[src/rtl/qr_pkg.sv]
// rtl/qr_pkg.sv - shared defaults and FSM state encoding for the QR output packer
package qr_pkg;

  localparam int TBITS_DEF   = 64;
  localparam int TBYTE_DEF   = TBITS_DEF / 8;
  localparam int NUM_COL_DEF = 8;

  typedef enum logic {
    FILL  = 1'b0,
    DRAIN = 1'b1
  } qr_state_e;

endpackage

[src/rtl/qr_out_packer.sv]
// rtl/qr_out_packer.sv - collects one frame of CORDIC result words, then drains it as a stream
// Optional QR_OUT_TLAST_EN: drive TLAST on the final beat of each frame (otherwise tied to 0).
module qr_out_packer
  import qr_pkg::*;
#(
  parameter int TBITS   = TBITS_DEF,
  parameter int TBYTE   = TBYTE_DEF,
  parameter int NUM_COL = NUM_COL_DEF
) (
  input  logic             aclk,
  input  logic             aresetn,
  input  logic             res_valid,
  output logic             res_ready,
  input  logic [TBITS-1:0] res_data,
  output logic             M_AXIS_S2MM_TVALID,
  input  logic             M_AXIS_S2MM_TREADY,
  output logic [TBITS-1:0] M_AXIS_S2MM_TDATA,
  output logic [TBYTE-1:0] M_AXIS_S2MM_TKEEP,
  output logic             M_AXIS_S2MM_TLAST,
  output logic             frame_done,
  output logic             ovf_err
);

  localparam int PW = $clog2(NUM_COL);
  localparam logic [PW-1:0] LAST_IDX = PW'(NUM_COL - 1);

  qr_state_e        state_q, state_d;
  logic [PW-1:0]    wr_ptr, rd_ptr;
  logic [TBITS-1:0] buf_mem [NUM_COL];

  logic accept, beat, wr_last, rd_last;

  assign wr_last = (wr_ptr == LAST_IDX);
  assign rd_last = (rd_ptr == LAST_IDX);
  assign accept  = res_valid && (state_q == FILL);
  assign beat    = (state_q == DRAIN) && M_AXIS_S2MM_TREADY;

  always_comb begin
    state_d = state_q;
    case (state_q)
      FILL:    if (accept && wr_last) state_d = DRAIN;
      DRAIN:   if (beat && rd_last)   state_d = FILL;
      default: state_d = FILL;
    endcase
  end

  // Control state is reset; the buffer itself is not, a discarded frame is simply overwritten.
  always_ff @(posedge aclk or negedge aresetn) begin
    if (!aresetn) begin
      state_q    <= FILL;
      wr_ptr     <= '0;
      rd_ptr     <= '0;
      frame_done <= 1'b0;
      ovf_err    <= 1'b0;
    end else begin
      state_q    <= state_d;
      frame_done <= beat && rd_last;
      if (accept)
        wr_ptr <= wr_ptr + PW'(1);
      if (beat)
        rd_ptr <= rd_ptr + PW'(1);
      if (res_valid && !res_ready)
        ovf_err <= 1'b1;
    end
  end

  always_ff @(posedge aclk) begin
    if (accept)
      buf_mem[wr_ptr] <= res_data;
  end

  assign res_ready          = (state_q == FILL);
  assign M_AXIS_S2MM_TVALID = (state_q == DRAIN);
  assign M_AXIS_S2MM_TDATA  = buf_mem[rd_ptr];
  assign M_AXIS_S2MM_TKEEP  = {TBYTE{M_AXIS_S2MM_TVALID}};

`ifdef QR_OUT_TLAST_EN
  assign M_AXIS_S2MM_TLAST = M_AXIS_S2MM_TVALID && rd_last;
`else
  assign M_AXIS_S2MM_TLAST = 1'b0;
`endif

endmodule

[config.mk]
export PLATFORM = sky130hd
export DESIGN_NAME = qr_out_packer
export DESIGN_NICKNAME = d
export VERILOG_FILES = /design/src/rtl/qr_pkg.sv /design/src/rtl/qr_out_packer.sv
export SDC_FILE = /design/constraint.sdc
export NUM_CORES = 1
export LEC_CHECK = 0
export ABC_AREA = 0
export CORE_MARGIN = 2
export CORE_UTILIZATION = 45
export CTS_CLUSTER_SIZE = 40
export DETAILED_ROUTE_END_ITERATION = 10
export GPL_TIMING_DRIVEN = 1
export MAX_ROUTING_LAYER = met4
export PLACE_DENSITY = 0.64
export SLEW_MARGIN = 10
export SYNTH_ARGS = -nofsm -noshare
export SYNTH_HDL_FRONTEND = slang
export SYNTH_SLANG_ARGS = --single-unit
[constraint.sdc]
create_clock -name aclk -period 9.3 [get_ports aclk]
set_clock_uncertainty 0.05 [all_clocks]
set_input_delay 1.395 -clock aclk [delete_from_list [all_inputs] [get_ports aclk]]
set_output_delay 1.395 -clock aclk [all_outputs]
set_load 0.05 [all_outputs]
Yosys cells after proc, flatten, opt, wreduce, memory -nomap -nowiden:

Memories as Yosys holds them, arrays and structs flattened.
Cells that the tools add are included.

* output and inout port bits: 77
* memories: 1
* word-level logic and storage cells: 21
* RAM bits: 512
* register bits after elaboration: 9
* input port bits: 68

Memory list
* buf_mem: depth 8, width 64, read ports 1, clocked after memory_dff 0, write ports 1, line qr_out_packer.sv:29 `logic [TBITS-1:0] buf_mem [NUM_COL];`

* bitwise logic cells: 1
* equality and inequality tests: 2
* $add $sub $neg: 2
* multiplexer cells: 5
* reductions and logical operators: 5

Operators by type and width (count)
* adder 3 x 1 -> 3 bit (second input constant): 2
* equality test 3 bit (second input constant): 2
* logical AND 1 bit: 5
* 2-to-1 mux 1 bit: 4
* one-hot mux 1 bit (2 select lines): 1
* NOT 1 bit: 1

Longest topological paths before layout:

* depth after elaboration: 5
* mapped depth: 4
* gate-level depth less buffers: 4

Worst setup path before layout:

Ideal clock, no wire load.

* kind: input to register
* start: in res_valid
* end: mem buf_mem[1][0] (netlist name) (enable)
* required time: 8.606 ns
* path slack: 1.088 ns
* stages on the path: 2
* arrival time: 7.518 ns
* library setup time: 0.644 ns
* buffers on the path: 0
* cells stage by stage: nand2_1 > nor4_1

* longest elaborated chain between the ends: 3

RTL lines
* start, declared: line qr_out_packer.sv:12 `input logic res_valid,`
* logical AND 1 bit: line qr_out_packer.sv:35 `assign accept = res_valid && (state_q == FILL);`
* 2-to-1 mux 1 bit: line qr_out_packer.sv:68 `if (accept)`
* 2-to-1 mux 1 bit (implied by the code): line qr_out_packer.sv:69 `buf_mem[wr_ptr] <= res_data;`
* end, declared: line qr_out_packer.sv:29

No other way between the ends.

Worst setup path after layout:

* start: reg rd_ptr[2]
* end: out M_AXIS_S2MM_TDATA[26]

* longest elaborated chain between the ends: 1

RTL lines
* start, declared: line qr_out_packer.sv:28 `logic [PW-1:0] wr_ptr, rd_ptr;`
* start signal, assigned: line qr_out_packer.sv:61 `rd_ptr <= rd_ptr + PW'(1);`
* memory read (8 x 64 bit)
* end, declared: line qr_out_packer.sv:17 `output logic [TBITS-1:0] M_AXIS_S2MM_TDATA,`

No other way between the ends.

==> impl_metrics.ini <==
[run_status]
status = completed

[logic_synthesis]
synthXorXnorAreaFrac_pct = 0.0888
syn_area_per_cell_um2 = 25.0
synth_cell_type_count = 26
synth_top_family_by_area = multiplexers
synthCells = 789
ys_seq_area_share_pct = 79.1
synth_seq_cells = 521
yosys.area_share.adder_pct = 0.254
muxShareOfSynthArea_pct = 18.5
syn-num-nets = 861
synth-simple-area-share_pct = 0.450
synth_compound_area_share_pct = 0.0634
syn_area_mm2 = 0.0197
ys_warn_count = 0

[sta]
clock.fmax_mhz = 183
timing.final.crit_share_pct = 58.6
fin_setup_tns_ns = 0
final-setup-viol-count = 0
rsz0062_at_grt = false
slew-limit-headroom_pct = 29.1
worstMarginPinSlew_ns = 1.06
drv_slew = 0
finalCriticalPeriod_ns = 5.45
hold_violations = 0

[cts]
clkLatencyLatePin_ns = 0.57
htreeDepth = 2
path_clk_slew_ns = 0.06
cts_buffers = 53
cts-resized-gates = 0
post-cts-setup-buffers = 0
cts_sinks = 521
cts_hold_buf = 0
cts-root-buf = clkbuf_16
clockBufferDepth = 3
cts_tree = built

[drt]
drt-initial-drc-count = 568
wl_met1_um = 16600
ant_nets = 0
topRoutingLayerUsed = met4
route.met3.wl_um = 1870
first_pass_iters = 5
wl_per_cell_um = 23.7
routed-wl-met2_um = 18300
vias_per_cell = 5.39
wirelength_um = 37500
dr_total_vias = 8547
drc = 0

[critical_path]
start_kind = flip-flop
crit_fanout = 72
cp-end-kind = output pin
critical_path_arrival_ns = 4.01
crit_type = flip-flop to output pin
required_ns = 7.86

[cells_and_area]
layout-drive-gt1-share_pct = 29.1
multi_input_area_mm2 = 0.00387
final_util_pct = 54.3
final_cell_mix = 512 x edfxtp_1, 143 x clkdlybuf4s50_1, 128 x mux4_2, 68 x mux2_2, 53 x clkbuf_16
fill_cells = 3313
final_nets = 1031
regArea_mm2 = 0.0156
layout_commonest_cell = edfxtp_1
area_growth_syn_to_layout_pct = 18.8

[placement]
gp_congestion = 0.686
hpwl_um = 19400
portBuffers = 143

[power_and_ir_drop]
vdd_drop_max_mv = 0.310
leakage_uw = 0.00733
p_per_area_mw_per_mm2 = 331

[floorplan]
rows = 76
coreArea_mm2 = 0.0432
initial_core_util_pct = 45.7
die-area_mm2 = 0.0455
die_w_um = 213
dieHeight_um = 213
io-pin-count = 145

[global_route]
first_global_vias = 9211
antenna_found_initial = 2
grt-ovfl-total = 0
grt_util_all_layers_pct = 17.5
grt_max_degree = 123
grt_pass1_wl_um = 56300

[flow_run]
cap_viol_max_count = 0

[min_path]
hold_class = flip-flop to flip-flop
layer usage:
layer | GRT usage (%) | vias up
met5 | - | -
met1 | 23.9 | 4564
li1 | - | 3712
met3 | 3.10 | 65
met2 | 27.7 | 206
met4 | 4.81 | 0
power breakdown:
part	internal [uW]	switching (uW)	total, uW
clock	1180	822	2000
sequential	2780	141	2920
combinational	1180	1650	2830
path summary, 6_finish.rpt:
kind | from | to | slack, ns | cells past startpoint
min in group asynchronous | aresetn | ovf_err | 1.08 | 1
hold / removal | ovf_err | ovf_err | 0.41 | 1
setup reg to reg | M_AXIS_S2MM_TVALID | buf_mem[7][55] | 6.22 | 3
setup / recovery | rd_ptr[2] | M_AXIS_S2MM_TDATA[26] | 3.85 | 4
max in group asynchronous | aresetn | rd_ptr[2] | 7.78 | 1
hold reg to reg | ovf_err | ovf_err | 0.41 | 1
final cells by class:
class                   count  share of cell area (%)
diodes                      2                  0.0214
clock buffers              66                    5.87
clock inverters            29                    1.08
inverters                   1                  0.0160
multi-input cells         222                    16.5
flip-flops and latches    521                    66.7
well taps                 585                    3.13
repair buffers            160                    6.71
state kept, by name, summed over array words and instances, names as in the netlist:
register / cells
wr_ptr: 3
M_AXIS_S2MM_TVALID: 1
ovf_err: 1
buf_mem: 512
rd_ptr: 3
frame_done: 1
cells in the mapped netlist:
library cell	n	area share, %
a21o_1	1	0.038
a21oi_1	1	0.025
and3_1	1	0.032
buf_1	11	0.21
buf_2	3	0.076
buf_4	11	0.42
buf_6	11	0.63
clkbuf_1	9	0.17
conb_1	1	0.019
dfrtp_1	9	1.1
edfxtp_1	512	78
ha_1	4	0.25
inv_1	1	0.019
mux2_2	68	3.9
mux4_2	128	15
nand2_1	2	0.038
nand2b_1	1	0.032
nand3_1	1	0.025
nand3b_1	1	0.038
nor2_1	4	0.076
nor2b_1	1	0.032
nor3_1	4	0.10
nor4_1	1	0.032
or3b_2	1	0.044
xnor2_1	1	0.044
xor2_1	1	0.044
worst max-delay path: stages, from the launching register on:
cell             delay (ns)
dfrtp_4                1.00
buf_4                  0.94
mux4_2                 0.42
mux2_2                 0.32
clkdlybuf4s50_1        0.71
cell families (layout without fill, tap and decap cells):
family / Yosys count / count (layout)
fa+ha+maj: 4 / 4
xor+xnor: 2 / 2
mux: 196 / 196
simple gates: 17 / 17
flops: 521 / 521
other cells: 1 / 3
buf+inv: 46 / 256
compound gates: 2 / 2
stage by stage:
| step | std cells | cell area (um2) | worst slack (ns) | hold slack [ns] | total power (uW) |
|---|---|---|---|---|---|
| after global placement | 1489 | 21800 | 4.35 | 0.396 | 5850 |
| after global routing | 1586 | 23400 | 3.65 | 0.425 | 8070 |
| final | 1586 | 23400 | 3.85 | 0.410 | 7760 |
| after floorplan | 789 | 19700 | 1.09 | 0.460 | 5070 |
| after detailed placement | 1489 | 21800 | 4.35 | 0.396 | 5860 |
| after CTS | 1584 | 23400 | 3.71 | 0.414 | 7870 |
No activity file was read; power rests on OpenSTA's default activity.
